<file path="src/rtl/fifo_pkg.sv">
// Shared helpers for the multi-lane FIFO: pointer/count widths and lane popcount.
package fifo_pkg;

  localparam int unsigned MaxLanes = 4;

  // Pointers carry one extra wrap bit above the slot index.
  function automatic int unsigned ptr_width(int unsigned depth);
    return $clog2(depth) + 1;
  endfunction

  function automatic int unsigned cnt_width(int unsigned depth);
    return $clog2(depth) + 1;
  endfunction

  function automatic logic [2:0] lane_popcount(logic [MaxLanes-1:0] mask);
    logic [2:0] n;
    n = '0;
    for (int i = 0; i < MaxLanes; i++) begin
      n = n + {2'b00, mask[i]};
    end
    return n;
  endfunction

endpackage

</file>
<file path="src/rtl/fifo_lane_compact.sv">
// Maps an enqueue valid mask to per-lane slot offsets so valid lanes pack densely from tail.
module fifo_lane_compact
  import fifo_pkg::*;
#(
  parameter int unsigned LANES = 2,
  parameter int unsigned OFF_W = 3
) (
  input  logic [LANES-1:0]            valid,
  output logic [LANES-1:0][OFF_W-1:0] offset,
  output logic [OFF_W-1:0]            total
);

  logic [OFF_W-1:0]    acc;
  logic [MaxLanes-1:0] mask4;

  always_comb begin
    acc    = '0;
    offset = '0;
    for (int i = 0; i < LANES; i++) begin
      offset[i] = acc;
      if (valid[i]) begin
        acc = acc + OFF_W'(1);
      end
    end
  end

  always_comb begin
    mask4               = '0;
    mask4[LANES-1:0]    = valid;
    total               = OFF_W'(lane_popcount(mask4));
  end

endmodule

</file>
<file path="src/rtl/multi_port_fifo.sv">
// Multi-lane FIFO: all-or-nothing wide enqueue, in-order multi-lane dequeue, wrap-bit pointers.
module multi_port_fifo
  import fifo_pkg::*;
#(
  parameter int unsigned DATA_WIDTH = 32,
  parameter int unsigned DEPTH      = 16,
  parameter int unsigned ENQ_PORTS  = 2,
  parameter int unsigned DEQ_PORTS  = 2
) (
  input  logic                                 clk,
  input  logic                                 reset,
  input  logic                                 flush,
  input  logic [ENQ_PORTS-1:0]                 enq_valid,
  input  logic [ENQ_PORTS-1:0][DATA_WIDTH-1:0] enq_data,
  output logic                                 enq_ready,
  output logic [DEQ_PORTS-1:0]                 deq_valid,
  output logic [DEQ_PORTS-1:0][DATA_WIDTH-1:0] deq_data,
  input  logic [DEQ_PORTS-1:0]                 deq_pop,
  output logic [$clog2(DEPTH):0]               count,
  output logic                                 full,
  output logic                                 empty
);

  localparam int unsigned PtrW = ptr_width(DEPTH);
  localparam int unsigned CntW = cnt_width(DEPTH);
  localparam int unsigned IdxW = PtrW - 1;

  logic [DATA_WIDTH-1:0] mem [DEPTH];

  logic [PtrW-1:0] head_q, head_d, tail_q, tail_d;
  logic [PtrW-1:0] free, n_enq, n_deq;
  logic [ENQ_PORTS-1:0][PtrW-1:0] enq_off;
  logic [ENQ_PORTS-1:0][IdxW-1:0] wr_idx;
  logic [PtrW-1:0] wr_slot, rd_slot;
  logic            wr_en, run;

  fifo_lane_compact #(
    .LANES (ENQ_PORTS),
    .OFF_W (PtrW)
  ) u_compact (
    .valid  (enq_valid),
    .offset (enq_off),
    .total  (n_enq)
  );

  always_comb begin
    count     = CntW'(tail_q - head_q);
    free      = PtrW'(DEPTH) - count;
    full      = (count == CntW'(DEPTH));
    empty     = (count == '0);
    enq_ready = (free >= n_enq);
    // Reset and flush both suppress the write even though enq_ready stays live.
    wr_en     = enq_ready && !flush && !reset;
  end

  always_comb begin
    wr_slot = '0;
    wr_idx  = '0;
    for (int i = 0; i < ENQ_PORTS; i++) begin
      wr_slot   = tail_q + enq_off[i];
      wr_idx[i] = wr_slot[IdxW-1:0];
    end
  end

  always_comb begin
    rd_slot   = '0;
    deq_valid = '0;
    deq_data  = '0;
    n_deq     = '0;
    run       = 1'b1;
    for (int i = 0; i < DEQ_PORTS; i++) begin
      rd_slot      = head_q + PtrW'(i);
      deq_valid[i] = (PtrW'(i) < count);
      if (deq_valid[i]) begin
        deq_data[i] = mem[rd_slot[IdxW-1:0]];
      end
      // Only an unbroken run of pops from lane 0 counts.
      if (run && deq_pop[i] && deq_valid[i]) begin
        n_deq = n_deq + PtrW'(1);
      end else begin
        run = 1'b0;
      end
    end
  end

  always_comb begin
    head_d = head_q + n_deq;
    tail_d = enq_ready ? tail_q + n_enq : tail_q;
    if (flush) begin
      head_d = '0;
      tail_d = '0;
    end
  end

  always_ff @(posedge clk) begin
    if (reset) begin
      head_q <= '0;
      tail_q <= '0;
    end else begin
      head_q <= head_d;
      tail_q <= tail_d;
    end
  end

  always_ff @(posedge clk) begin
    if (wr_en) begin
      for (int i = 0; i < ENQ_PORTS; i++) begin
        if (enq_valid[i]) begin
          mem[wr_idx[i]] <= enq_data[i];
        end
      end
    end
  end

endmodule

</file>
<file path="config.mk">
export PLATFORM = sky130hd
export DESIGN_NAME = multi_port_fifo
export DESIGN_NICKNAME = d
export VERILOG_FILES = /design/src/rtl/fifo_pkg.sv /design/src/rtl/fifo_lane_compact.sv /design/src/rtl/multi_port_fifo.sv
export SDC_FILE = /design/constraint.sdc
export NUM_CORES = 1
export LEC_CHECK = 0
export BUFFER_PORTS_ARGS = -buffer_cell sky130_fd_sc_hd__clkbuf_2
export CAP_MARGIN = 20
export CORE_MARGIN = 4
export CORE_UTILIZATION = 38
export DETAILED_ROUTE_END_ITERATION = 10
export PLACE_DENSITY_LB_ADDON = 0.15
export RECOVER_POWER = 100
export SLEW_MARGIN = 15
export SYNTH_ARGS = -nofsm -noshare
export SYNTH_HDL_FRONTEND = slang
export SYNTH_HIERARCHICAL = 1
export SYNTH_SLANG_ARGS = --single-unit
</file>
<file path="constraint.sdc">
create_clock -name clk -period 9.2 [get_ports clk]
set_input_delay 1.84 -clock clk [delete_from_list [all_inputs] [get_ports clk]]
set_output_delay 1.84 -clock clk [all_outputs]
set_load 0.005 [all_outputs]
</file>
Word level (Yosys, flattened, before mapping)
Memories as Yosys holds them, arrays and structs flattened. A register that Yosys moved wholly into a read port is not among the register bits.
Index checks and enable logic that the tools add are counted.
{"block": "op_classes", "addsub": 8, "magnitude_cmp": 3, "n_reduce_logical": 9, "n_mux": 13, "n_eq_ne": 1}
{"operator": "$mux 32", "count": 2}
{"operator": "$lt 1x5->1 const A", "count": 2}
{"operator": "$mux 1", "count": 9}
{"operator": "$add 5x1->5 const B", "count": 1}
{"operator": "$add 5x2->5", "count": 1}
{"operator": "$add 5x5->5", "count": 1}
{"operator": "$eq 5x5->1 const B", "count": 1}
{"operator": "$ge 5x3->1", "count": 1}
{"operator": "$logic_and 1x1->1", "count": 5}
{"operator": "$logic_not 5->1", "count": 1}
{"operator": "$mux 5", "count": 1}
{"operator": "$sub 5x5->5", "count": 1}
{"operator": "$sub 5x5->5 const A", "count": 1}
{"operator": "$add 4x1->4 const B", "count": 1}
{"operator": "$add 4x4->4", "count": 1}
{"operator": "$mux 4", "count": 1}
{"operator": "$add 1x1->2", "count": 1}
{"operator": "$logic_not 1->1", "count": 2}
{"operator": "$reduce_or 2->1", "count": 1}
{"block": "totals", "mem_bits_rw": 512, "inputBits": 71, "ff_bits": 10, "out_inout_bits": 74, "n_memories": 1}
{"memory": "mem", "depth": 16, "word_bits": 32, "read_ports": 2, "rd_ports_with_merged_regs": 1, "write_ports": 2, "line": "multi_port_fifo.sv:28", "source": "logic [DATA_WIDTH-1:0] mem [DEPTH];"}

Depth between registers and ports, before layout
Gate-level depths: netlist (run 1).
{"block": "depth", "depth_word": 9, "mapped_depth": 20}

Hierarchy
The synthesis (run 1) kept the hierarchy.
{"module": "multi_port_fifo", "seq_area_each_um2": 15574.9, "n_inst": 1, "cells_each": 1985, "area_per_inst_um2": 31810.5}
{"module": "fifo_lane_compact", "seq_area_each_um2": 0.0, "n_inst": 1, "cells_each": 15, "area_per_inst_um2": 113.9}

Least setup slack after synthesis (run 1)
No wires, ideal clock.
{"block": "synth_timing", "path_type": "register to register", "from": "reg head_q[1]", "to": "mem mem[7][0] (enable)", "synth_period_minus_slack_ps": 7188, "path_slack_ps": 2012, "required_time_ps": 8689, "path_stages_with_launch": 19, "arrival_time_ps": 6678, "setup_time_ps": 511, "cell_sequence": "dfxtp_1 > clkbuf_1 > buf_2 > buf_2 > inv_1 > ha_1 > nor2b_1 > o21ai_0 > a21boi_0 > nor2_1 > nor2_1 > ha_1 > inv_1 > ha_1 > a21o_1 > a31oi_1 > clkbuf_1 > clkbuf_1 > o41ai_1"}
{"element": "start: declaration", "line": "multi_port_fifo.sv:30", "source": "logic [PtrW-1:0] head_q, head_d, tail_q, tail_d;"}
{"element": "start signal: assignment", "line": "multi_port_fifo.sv:97", "source": "head_q <= '0;"}
{"element": "start signal: assignment", "line": "multi_port_fifo.sv:100", "source": "head_q <= head_d;"}
{"element": "end: declaration", "line": "multi_port_fifo.sv:28"}

==> flow_summary.json, run 1 <==
{
  "cellLeakagePower_nw": 11.27,
  "fmax_ghz": 0.1346,
  "antenna_found_initial": 8,
  "holdCritStartpoint": "tail_q[4]",
  "crit_chain": "inv_1 -> ha_1 -> nor2b_1 -> o21ai_0 -> nor3b_1 -> o2111a_1 -> buf_4 -> nor2b_1 -> clkbuf_1",
  "firstDrtPassIters": 5,
  "core_area_um2": 83420,
  "holdWs_ns": 0.5016,
  "start_kind": "flip-flop",
  "cts-resized-gates": 0,
  "rsz0062_at_grt": "no",
  "die_area_um2": 88670,
  "postCtsSetupBuffers": 0,
  "grt_first_pass_wirelength_mm": 144.3,
  "crit_top_cell": "nor2b_1",
  "h-tree-depth": 2,
  "min_path_cells": 2,
  "powerDensity_nw_per_um2": 287.9,
  "routed_wl_mm": 99.63,
  "hold_class": "reg -> reg",
  "drt_iter0_markers": 1542,
  "drc": 0,
  "path_class": "reg -> out",
  "grt_max_degree": 153,
  "worst_r2r_path_depth": 17,
  "place.gp.congestion": 0.7725,
  "power.total_mw": 10.13,
  "finalCriticalPeriod_ns": 7.429,
  "io_buffers": 144,
  "cts_root_buf": "clkbuf_16",
  "cts-hold-fix-buffers": 0,
  "yosys_warnings": 6,
  "violations": "capacitance limit, slew limit",
  "endpoint_kind": "output port",
  "worst_pin_slew_ns": 3.238,
  "vias": 19120,
  "slowest_delay_ns": 1.55,
  "worstSkewPairLatency_ns": 0.64,
  "grt_pass1_vias": 20120,
  "r2r_end": "mem[13][17]",
  "path_clk_slew_ns": 0.06,
  "cp_max_fo": 26,
  "crit_required_ns": 7.36,
  "cts_buffers": 61,
  "drtAntennaViolNets": 0,
  "cts_tree": "yes",
  "final-setup-viol-count": 0,
  "row_count": 106,
  "period_share": 0.8075,
  "area_growth_pct": 10.30,
  "syn_area_um2": 31910,
  "nets": 2138,
  "maxCapViolations": 10,
  "crit_slowest_cell": "dfxtp_1",
  "grt_overflow": 0,
  "ctsLongestPathBuffers": 3,
  "layout-drive-gt1-share": 0.4655,
  "min_to": "tail_q[4]",
  "die_w_um": 297.8,
  "die_h_um": 297.8,
  "peakVddDrop_uv": 631.5,
  "track_usage": 0.2211,
  "hold_viol": 0,
  "r2r_slack_ns": 1.87,
  "outcome": "complete, but fails checks",
  "initial_core_util": 0.3825,
  "skew_ns": 0.01497,
  "io_pins": 145,
  "slew_violations": 207,
  "post_drt_wl_per_cell_um": 31.42,
  "synth_cells": 1998,
  "dp_hpwl_mm": 56.06,
  "arrival_ns": 5.59,
  "via_per_inst": 6.028,
  "fin_setup_tns_ns": 0,
  "r2r_start": "head_q[1]",
  "syn_avg_cell_area_um2": 15.97,
  "cts.sinks": 522,
  "relSlewSlack": -1.159
}
==> report_power, final <==
part / switching, mW / leakage [nW] / internal [mW] / total [mW]
registers: 0.119 / 4.69 / 2.78 / 2.90
clock network: 1.01 / 1.02 / 1.55 / 2.56
logic: 2.74 / 5.56 / 1.94 / 4.67
total: 3.87 / 11.3 / 6.26 / 10.1
==> placed cells by master (no fill, tap or decap), drive strengths merged, types with 2 or more instances in the layout <==
| cell | n |
|---|---|
| or3 | 7 |
| bufinv | 11 |
| mux2 | 512 |
| or4 | 4 |
| nand2 | 141 |
| nor2b | 36 |
| edfxtp | 512 |
| diode | 5 |
| nand3b | 34 |
| buf | 41 |
| and3 | 41 |
| a21boi | 2 |
| mux4 | 288 |
| clkinv | 27 |
| nor3 | 8 |
| xor2 | 9 |
| nor3b | 3 |
| ha | 27 |
| a21oi | 12 |
| o21bai | 7 |
| or2 | 3 |
| a21o | 4 |
| o41ai | 2 |
| clkinvlp | 2 |
| nor2 | 13 |
| fa | 5 |
| xnor2 | 9 |
| clkbuf | 223 |
| conb | 10 |
| o21ai | 8 |
| inv | 22 |
| nand2b | 3 |
| nand3 | 42 |
| dfxtp | 10 |
==> final cells by class <==
type,count,area [um2]
repair buffers,191,1054
well taps,1080,1351
inverters,21,80.08
clock inverters,41,474.2
diodes,5,12.51
multi-input cells,1238,15030
clock buffers,73,1614
flip-flops and latches,522,15580
fillers,7523,48230
==> metal layers <==
layer / track usage / vias up / share of wire
met3: 0.03061 / 119 / 0.054
li1: - / 8055 / -
met5: 0 / - / 0.00013
met2: 0.3848 / 653 / 0.50
met1: 0.2955 / 10290 / 0.42
met4: 0.05076 / 2 / 0.020
==> critical path: cells and delay by family, from the launching register on <==
| family | cells | cell delay [ns] |
|---|---|---|
| flip-flops | 1 | 1.55 |
| AO/OA/AOI/OAI | 2 | 1.15 |
| buffers and inverters | 3 | 0.94 |
| AND/OR/NAND/NOR | 3 | 0.91 |
| adder cells (fa/ha/maj) | 1 | 0.38 |
==> state kept, by name (all words and copies together), names as in the netlist <==
name	count
tail_q	5
mem	512
head_q	5
==> worst max-delay path by stage <==
stage,to,from,slack (ns)
2_1_floorplan,mem[7][0],head_q[1],2.01
6_report,deq_data[31],head_q[1],1.77
4_1_cts,enq_ready,head_q[3],2.67
3_3_place_gp,mem[2][16],head_q[3],3.29
5_1_grt,mem[0][12],head_q[1],1.18
3_5_place_dp,mem[14][28],head_q[3],3.30
==> per-stage QoR <==
step / setup WS [ns] / std cells / utilization / cell area [um2]
2_1_floorplan: 2.012 / 2007 / - / 31940
3_3_place_gp: 3.287 / 3049 / 0.4027 / 33590
3_5_place_dp: 3.300 / 3051 / 0.4032 / 33630
4_1_cts: 2.665 / 3165 / 0.4282 / 35720
5_1_grt: 1.176 / 3170 / 0.4219 / 35190
6_report: 1.771 / 3171 / 0.4219 / 35200
No activity file was read; power rests on OpenSTA's default activity.
==> run 2: changes to the inputs <==
==> constraint.sdc (replaced) <==
create_clock -name clk -period 6.4 [get_ports clk]
set_input_delay 1.28 -clock clk [delete_from_list [all_inputs] [get_ports clk]]
set_output_delay 1.28 -clock clk [all_outputs]
set_load 0.005 [all_outputs]
==> run 2 against run 1 <==
The flow still finishes with violations (capacitance limit, slew limit). Sequential cell count unchanged. Core utilization about the same. Wire length up 3.9%. Critical endpoint is now mem[13][20]. Largest power group unchanged.
==> flow_summary.json, run 2 (synthesis results as in run 1) <==
{
  "outcome": "complete, but fails checks",
  "violations": "capacitance limit, slew limit",
  "track_usage": 0.2284,
  "die_w_um": 297.8,
  "antenna_found_initial": 7,
  "p_comb_frac": 0.477,
  "path_class": "reg -> reg",
  "power.total_mw": 14.35,
  "fin_setup_tns_ns": 0,
  "final_util": 0.4215,
  "rsz0062_at_grt": "no",
  "drtAntennaViolNets": 0,
  "swShare": 0.3937,
  "arrival_ns": 6.29,
  "pre_cts_slack_ns": 1.236,
  "nets": 2154,
  "seqPwrFrac": 0.284,
  "cts-resized-gates": 0,
  "initial_core_util": 0.3825,
  "cts_root_buf": "clkbuf_16",
  "row_count": 106,
  "worst_slack_ns": 0.4707,
  "hold_viol": 0,
  "layout-drive-gt1-share": 0.4626,
  "maxCapViolations": 9,
  "cts.sinks": 522,
  "grt_max_degree": 115,
  "final-setup-viol-count": 0,
  "r2r_slack_ns": 0.47,
  "p_switching_mw": 5.649,
  "vias": 19460,
  "dp.cells": 3069,
  "final_common_cell": "edfxtp_1",
  "powerDensity_nw_per_um2": 408.1,
  "cp_max_fo": 28,
  "grt_overflow": 0,
  "ctsLongestPathBuffers": 3,
  "worst_pin_slew_ns": 2.658,
  "h-tree-depth": 2,
  "fmax_ghz": 0.1687,
  "path_clk_slew_ns": 0.06,
  "place.gp.congestion": 0.7836,
  "largest_reg_flops": 512,
  "worstSkewPairLatency_ns": 0.65,
  "cts_tree": "yes",
  "io_buffers": 144,
  "endpoint_kind": "flip-flop",
  "clkPwrFrac": 0.239,
  "crit_required_ns": 6.77,
  "routed_wl_mm": 103.5,
  "post_drt_wl_per_cell_um": 32.50,
  "die_h_um": 297.8,
  "cellLeakagePower_nw": 11.27,
  "area_growth_pct": 10.19,
  "drc": 0,
  "period_share": 0.9265,
  "instances_no_fill": 3185,
  "slowest_delay_ns": 1.13,
  "crit_top_cell": "inv_1",
  "peakVddDrop_uv": 450.0,
  "relSlewSlack": -0.7721,
  "start_kind": "flip-flop",
  "postCtsSetupBuffers": 0,
  "core_area_um2": 83420,
  "crit_slowest_cell": "clkbuf_2",
  "crit_chain": "inv_1 -> fa_1 -> nand2b_1 -> a21boi_0 -> o21ai_0 -> nand2_1 -> inv_1 -> ha_1 -> inv_1 -> ha_1 -> a31oi_1 -> clkbuf_2 -> nor3_1 -> clkbuf_2 -> mux2_2",
  "via_per_inst": 6.109,
  "finalCriticalPeriod_ns": 5.929,
  "io_pins": 145,
  "cts-hold-fix-buffers": 0,
  "firstDrtPassIters": 7,
  "final_cell_mix": "edfxtp_1, mux2_2, mux4_2",
  "intPower_mw": 8.699,
  "drt_iter0_markers": 1866,
  "hold_class": "reg -> reg",
  "slew_violations": 158,
  "cts_buffers": 60,
  "grt_pass1_vias": 20380,
  "die_area_um2": 88670,
  "skew_ns": 0.03516,
  "grt_first_pass_wirelength_mm": 148.9,
  "dp_hpwl_mm": 60.37
}
run 2: per-stage QoR:
| stage | instance area, um2 | hold WS (ns) |
|---|---|---|
| floorplan | 31940 | 0.4635 |
| detailed placement | 33900 | 0.5238 |
| global route | 35150 | 0.5593 |
| CTS | 35810 | 0.5359 |
| finish | 35160 | 0.5311 |
| global placement | 33880 | 0.5066 |
run 2: layout make-up:
type                            instances  area (um2)
Clock inverter                         34       322.8
Sequential cell                       522       15580
Inverter                               21       80.08
Clock buffer                           78        1590
Timing Repair Buffer                  208        1190
Multi-Input combinational cell       1238       15030
Tap cell                             1080        1351
Fill cell                            7567       48260
Antenna cell                            4       10.01
run 2: path summary, 6_finish.rpt:
path / from / endpoint / cells past startpoint
worst max register to register: tail_q[1] / mem[13][20] / 15
worst min-delay path: tail_q[0] / tail_q[0] / 2
worst min register to register: tail_q[0] / tail_q[0] / 2
worst max-delay path: tail_q[1] / mem[13][20] / 15
run 2: power groups by stage:
stage | logic [mW] | clock network [mW] | registers, mW
after floorplan | 4.31 | 0 | 4.12
after global placement | 7.28 | 0 | 4.14
after detailed placement | 7.31 | 0 | 4.14
after CTS | 7.34 | 3.51 | 4.07
after global routing | 7.38 | 3.64 | 4.09
final | 6.84 | 3.43 | 4.08
run 2: per-layer routing:
layer | vias to the layer above | part of all wire | GRT usage | wire length (um)
met5 | - | 0.00026 | 0 | 27
met4 | 4 | 0.029 | 0.06362 | 3030
met3 | 169 | 0.063 | 0.04197 | 6515
met2 | 733 | 0.48 | 0.3797 | 49920
met1 | 10430 | 0.43 | 0.3093 | 44020
li1 | 8118 | - | - | -
run 2: critical path: cells and delay by family (launching register included):
| kind | cells | cell delay, ns |
|---|---|---|
| AND/OR/NAND/NOR | 3 | 1.32 |
| multiplexers | 1 | 0.42 |
| buffers and inverters | 5 | 1.68 |
| AO/OA/AOI/OAI | 3 | 0.62 |
| adder cells (fa/ha/maj) | 3 | 0.99 |
| flip-flops | 1 | 0.56 |
==> run 3: changes to the inputs <==
--- a/config.mk
+++ b/config.mk
@@ -10,7 +10,7 @@
 export CORE_MARGIN = 4
 export CORE_UTILIZATION = 38
 export DETAILED_ROUTE_END_ITERATION = 10
-export PLACE_DENSITY_LB_ADDON = 0.15
+export PLACE_DENSITY_LB_ADDON = 0.05
 export RECOVER_POWER = 100
 export SLEW_MARGIN = 15
 export SYNTH_ARGS = -nofsm -noshare
==> run 3 against run 2 <==
The flow still finishes with violations (capacitance limit, slew limit). Register-to-register slack gained 0.20 ns. Combinational power grew 5.6%. Sequential share of layout area shrank 0.23 points. Via count grew 0.73%. Setup slack gained 0.20 ns. Critical path depth grew 1. Non-clock buffer count grew 12. Core utilization grew 0.21 points. Count of clock-buffer cells in the layout grew 6. First-iteration DRC count shrank 2.8%. Critical path type unchanged. Largest power group unchanged. Highest routed layer is now met4.
==> flow_summary.json, run 3 (synthesis results as in run 1) <==
{
  "outcome": "complete, but fails checks",
  "violations": "capacitance limit, slew limit",
  "io_pins": 145,
  "layout-drive-gt1-share": 0.4626,
  "initial_core_util": 0.3825,
  "peakVddDrop_uv": 454.5,
  "register_area_um2": 15580,
  "via_per_inst": 6.133,
  "pre_cts_slack_ns": 1.405,
  "cp_max_fo": 27,
  "die_h_um": 297.8,
  "crit_family": "buffers and inverters",
  "power.total_mw": 14.85,
  "slowest_delay_ns": 1.16,
  "cts_tree": "yes",
  "io_buffers": 144,
  "grt_pass1_vias": 20680,
  "holdCritStartpoint": "tail_q[4]",
  "r2r_start": "tail_q[1]",
  "cts_root_buf": "clkbuf_16",
  "worst_pin_slew_ns": 2.595,
  "final_util": 0.4235,
  "powerDensity_nw_per_um2": 420.3,
  "antenna_found_initial": 5,
  "crit_chain": "inv_1 -> fa_1 -> nand2b_1 -> a21boi_0 -> o21ai_0 -> nand2_1 -> inv_1 -> ha_1 -> inv_1 -> ha_1 -> a21o_1 -> a31oi_1 -> inv_1 -> and3_1 -> clkbuf_2 -> mux2_2",
  "drc": 0,
  "largest_reg_flops": 512,
  "area_growth_pct": 10.72,
  "cts-resized-gates": 0,
  "worst_slack_ns": 0.6748,
  "final-setup-viol-count": 0,
  "hold_viol": 0,
  "die_w_um": 297.8,
  "grt_first_pass_wirelength_mm": 155.2,
  "timing.critical_path.buf_inv": 5,
  "skew_ns": 0.01849,
  "ctsLongestPathBuffers": 3,
  "maxCapViolations": 6,
  "path_clk_slew_ns": 0.06,
  "endpoint_kind": "flip-flop",
  "post_drt_wl_per_cell_um": 33.98,
  "cts.sinks": 522,
  "min_to": "tail_q[4]",
  "routed_wl_mm": 108.6,
  "holdWs_ns": 0.5228,
  "drtAntennaViolNets": 0,
  "arrival_ns": 6.07,
  "fin_setup_tns_ns": 0,
  "path_class": "reg -> reg",
  "postCtsSetupBuffers": 0,
  "vias": 19600,
  "worst_r2r_path_depth": 16,
  "crit_slowest_cell": "clkbuf_2",
  "cellLeakagePower_nw": 11.36,
  "finalCriticalPeriod_ns": 5.725,
  "slew_violations": 118,
  "crit_top_cell": "inv_1",
  "grt_max_degree": 83,
  "drt_iter0_markers": 1813,
  "track_usage": 0.2417,
  "firstDrtPassIters": 5,
  "worstSkewPairLatency_ns": 0.61,
  "period_share": 0.8946,
  "die_area_um2": 88670,
  "relSlewSlack": -0.7301,
  "n_fill_cell": 7661,
  "nets": 2172,
  "multi_input_area_um2": 15010,
  "r2r_slack_ns": 0.67,
  "dp_hpwl_mm": 62.37,
  "hold_class": "reg -> reg",
  "startpoint": "tail_q[1]",
  "r2r_end": "mem[10][7]",
  "final_common_cell": "edfxtp_1",
  "row_count": 106,
  "place.gp.congestion": 0.7712,
  "h-tree-depth": 3,
  "core_area_um2": 83420,
  "rsz0062_at_grt": "no",
  "crit_required_ns": 6.75,
  "cts_buffers": 66,
  "start_kind": "flip-flop",
  "fmax_ghz": 0.1747,
  "cts-hold-fix-buffers": 0,
  "grt_overflow": 0,
  "final_cell_mix": "edfxtp_1, mux2_2, mux4_2",
  "min_path_cells": 2
}
[run 3: changes by cell type in the layout (fill, tap and decap cells not counted), sizes merged]
cell	previous run	this run
clkinvlp	1	0
bufinv	5	2
clkbuf	253	265
inv	21	24
buf	33	38
dlymetal6s4s	0	1
clkinv	28	22
[run 3: cell type report]
type,count,area share
inverters,21,0.002266
clock inverters,27,0.005985
repair buffers,220,0.03754
multi-input cells,1238,0.4249
diodes,4,0.0002833
well taps,1080,0.03825
clock buffers,84,0.04986
flip-flops and latches,522,0.4410
[run 3: per-layer routing]
metal / share of wire / track usage
met1: 0.43 / 0.3269
met2: 0.49 / 0.4101
met3: 0.058 / 0.04219
met4: 0.018 / 0.05455
met5: 0 / 0
[run 3: worst register-to-register path, stage by stage, from the launching register on]
cell	delay, ns
dfxtp_1	0.56
inv_1	0.17
fa_1	0.44
nand2b_1	0.15
a21boi_0	0.20
o21ai_0	0.16
nand2_1	0.15
inv_1	0.06
ha_1	0.30
inv_1	0.05
ha_1	0.29
a21o_1	0.11
a31oi_1	0.06
inv_1	0.52
and3_1	0.63
clkbuf_2	1.17
mux2_2	0.47
[run 3: report_power, final]
group	total (mW)	switching, mW	internal, mW
registers	4.08	0.0844	3.99
clock network	3.55	1.53	2.03
logic	7.22	4.26	2.96
[run 3: how the worst max path moves through the flow]
stage / depth (start not counted) / slack [ns] / end
final: 16 / 0.67 / mem[10][7]
after global routing: 16 / 0.40 / mem[10][7]
after CTS: 6 / 0.98 / deq_data[29]
after detailed placement: 16 / 1.40 / mem[13][27]
after global placement: 16 / 1.48 / mem[15][19]
after floorplan: 18 / -0.79 / mem[7][0]
[run 3: per-stage QoR]
stage | instance area, um2 | cells
floorplan | 31940 | 2007
global placement | 34010 | 3079
detailed placement | 34040 | 3080
CTS | 36010 | 3191
global route | 35320 | 3192
finish | 35330 | 3196
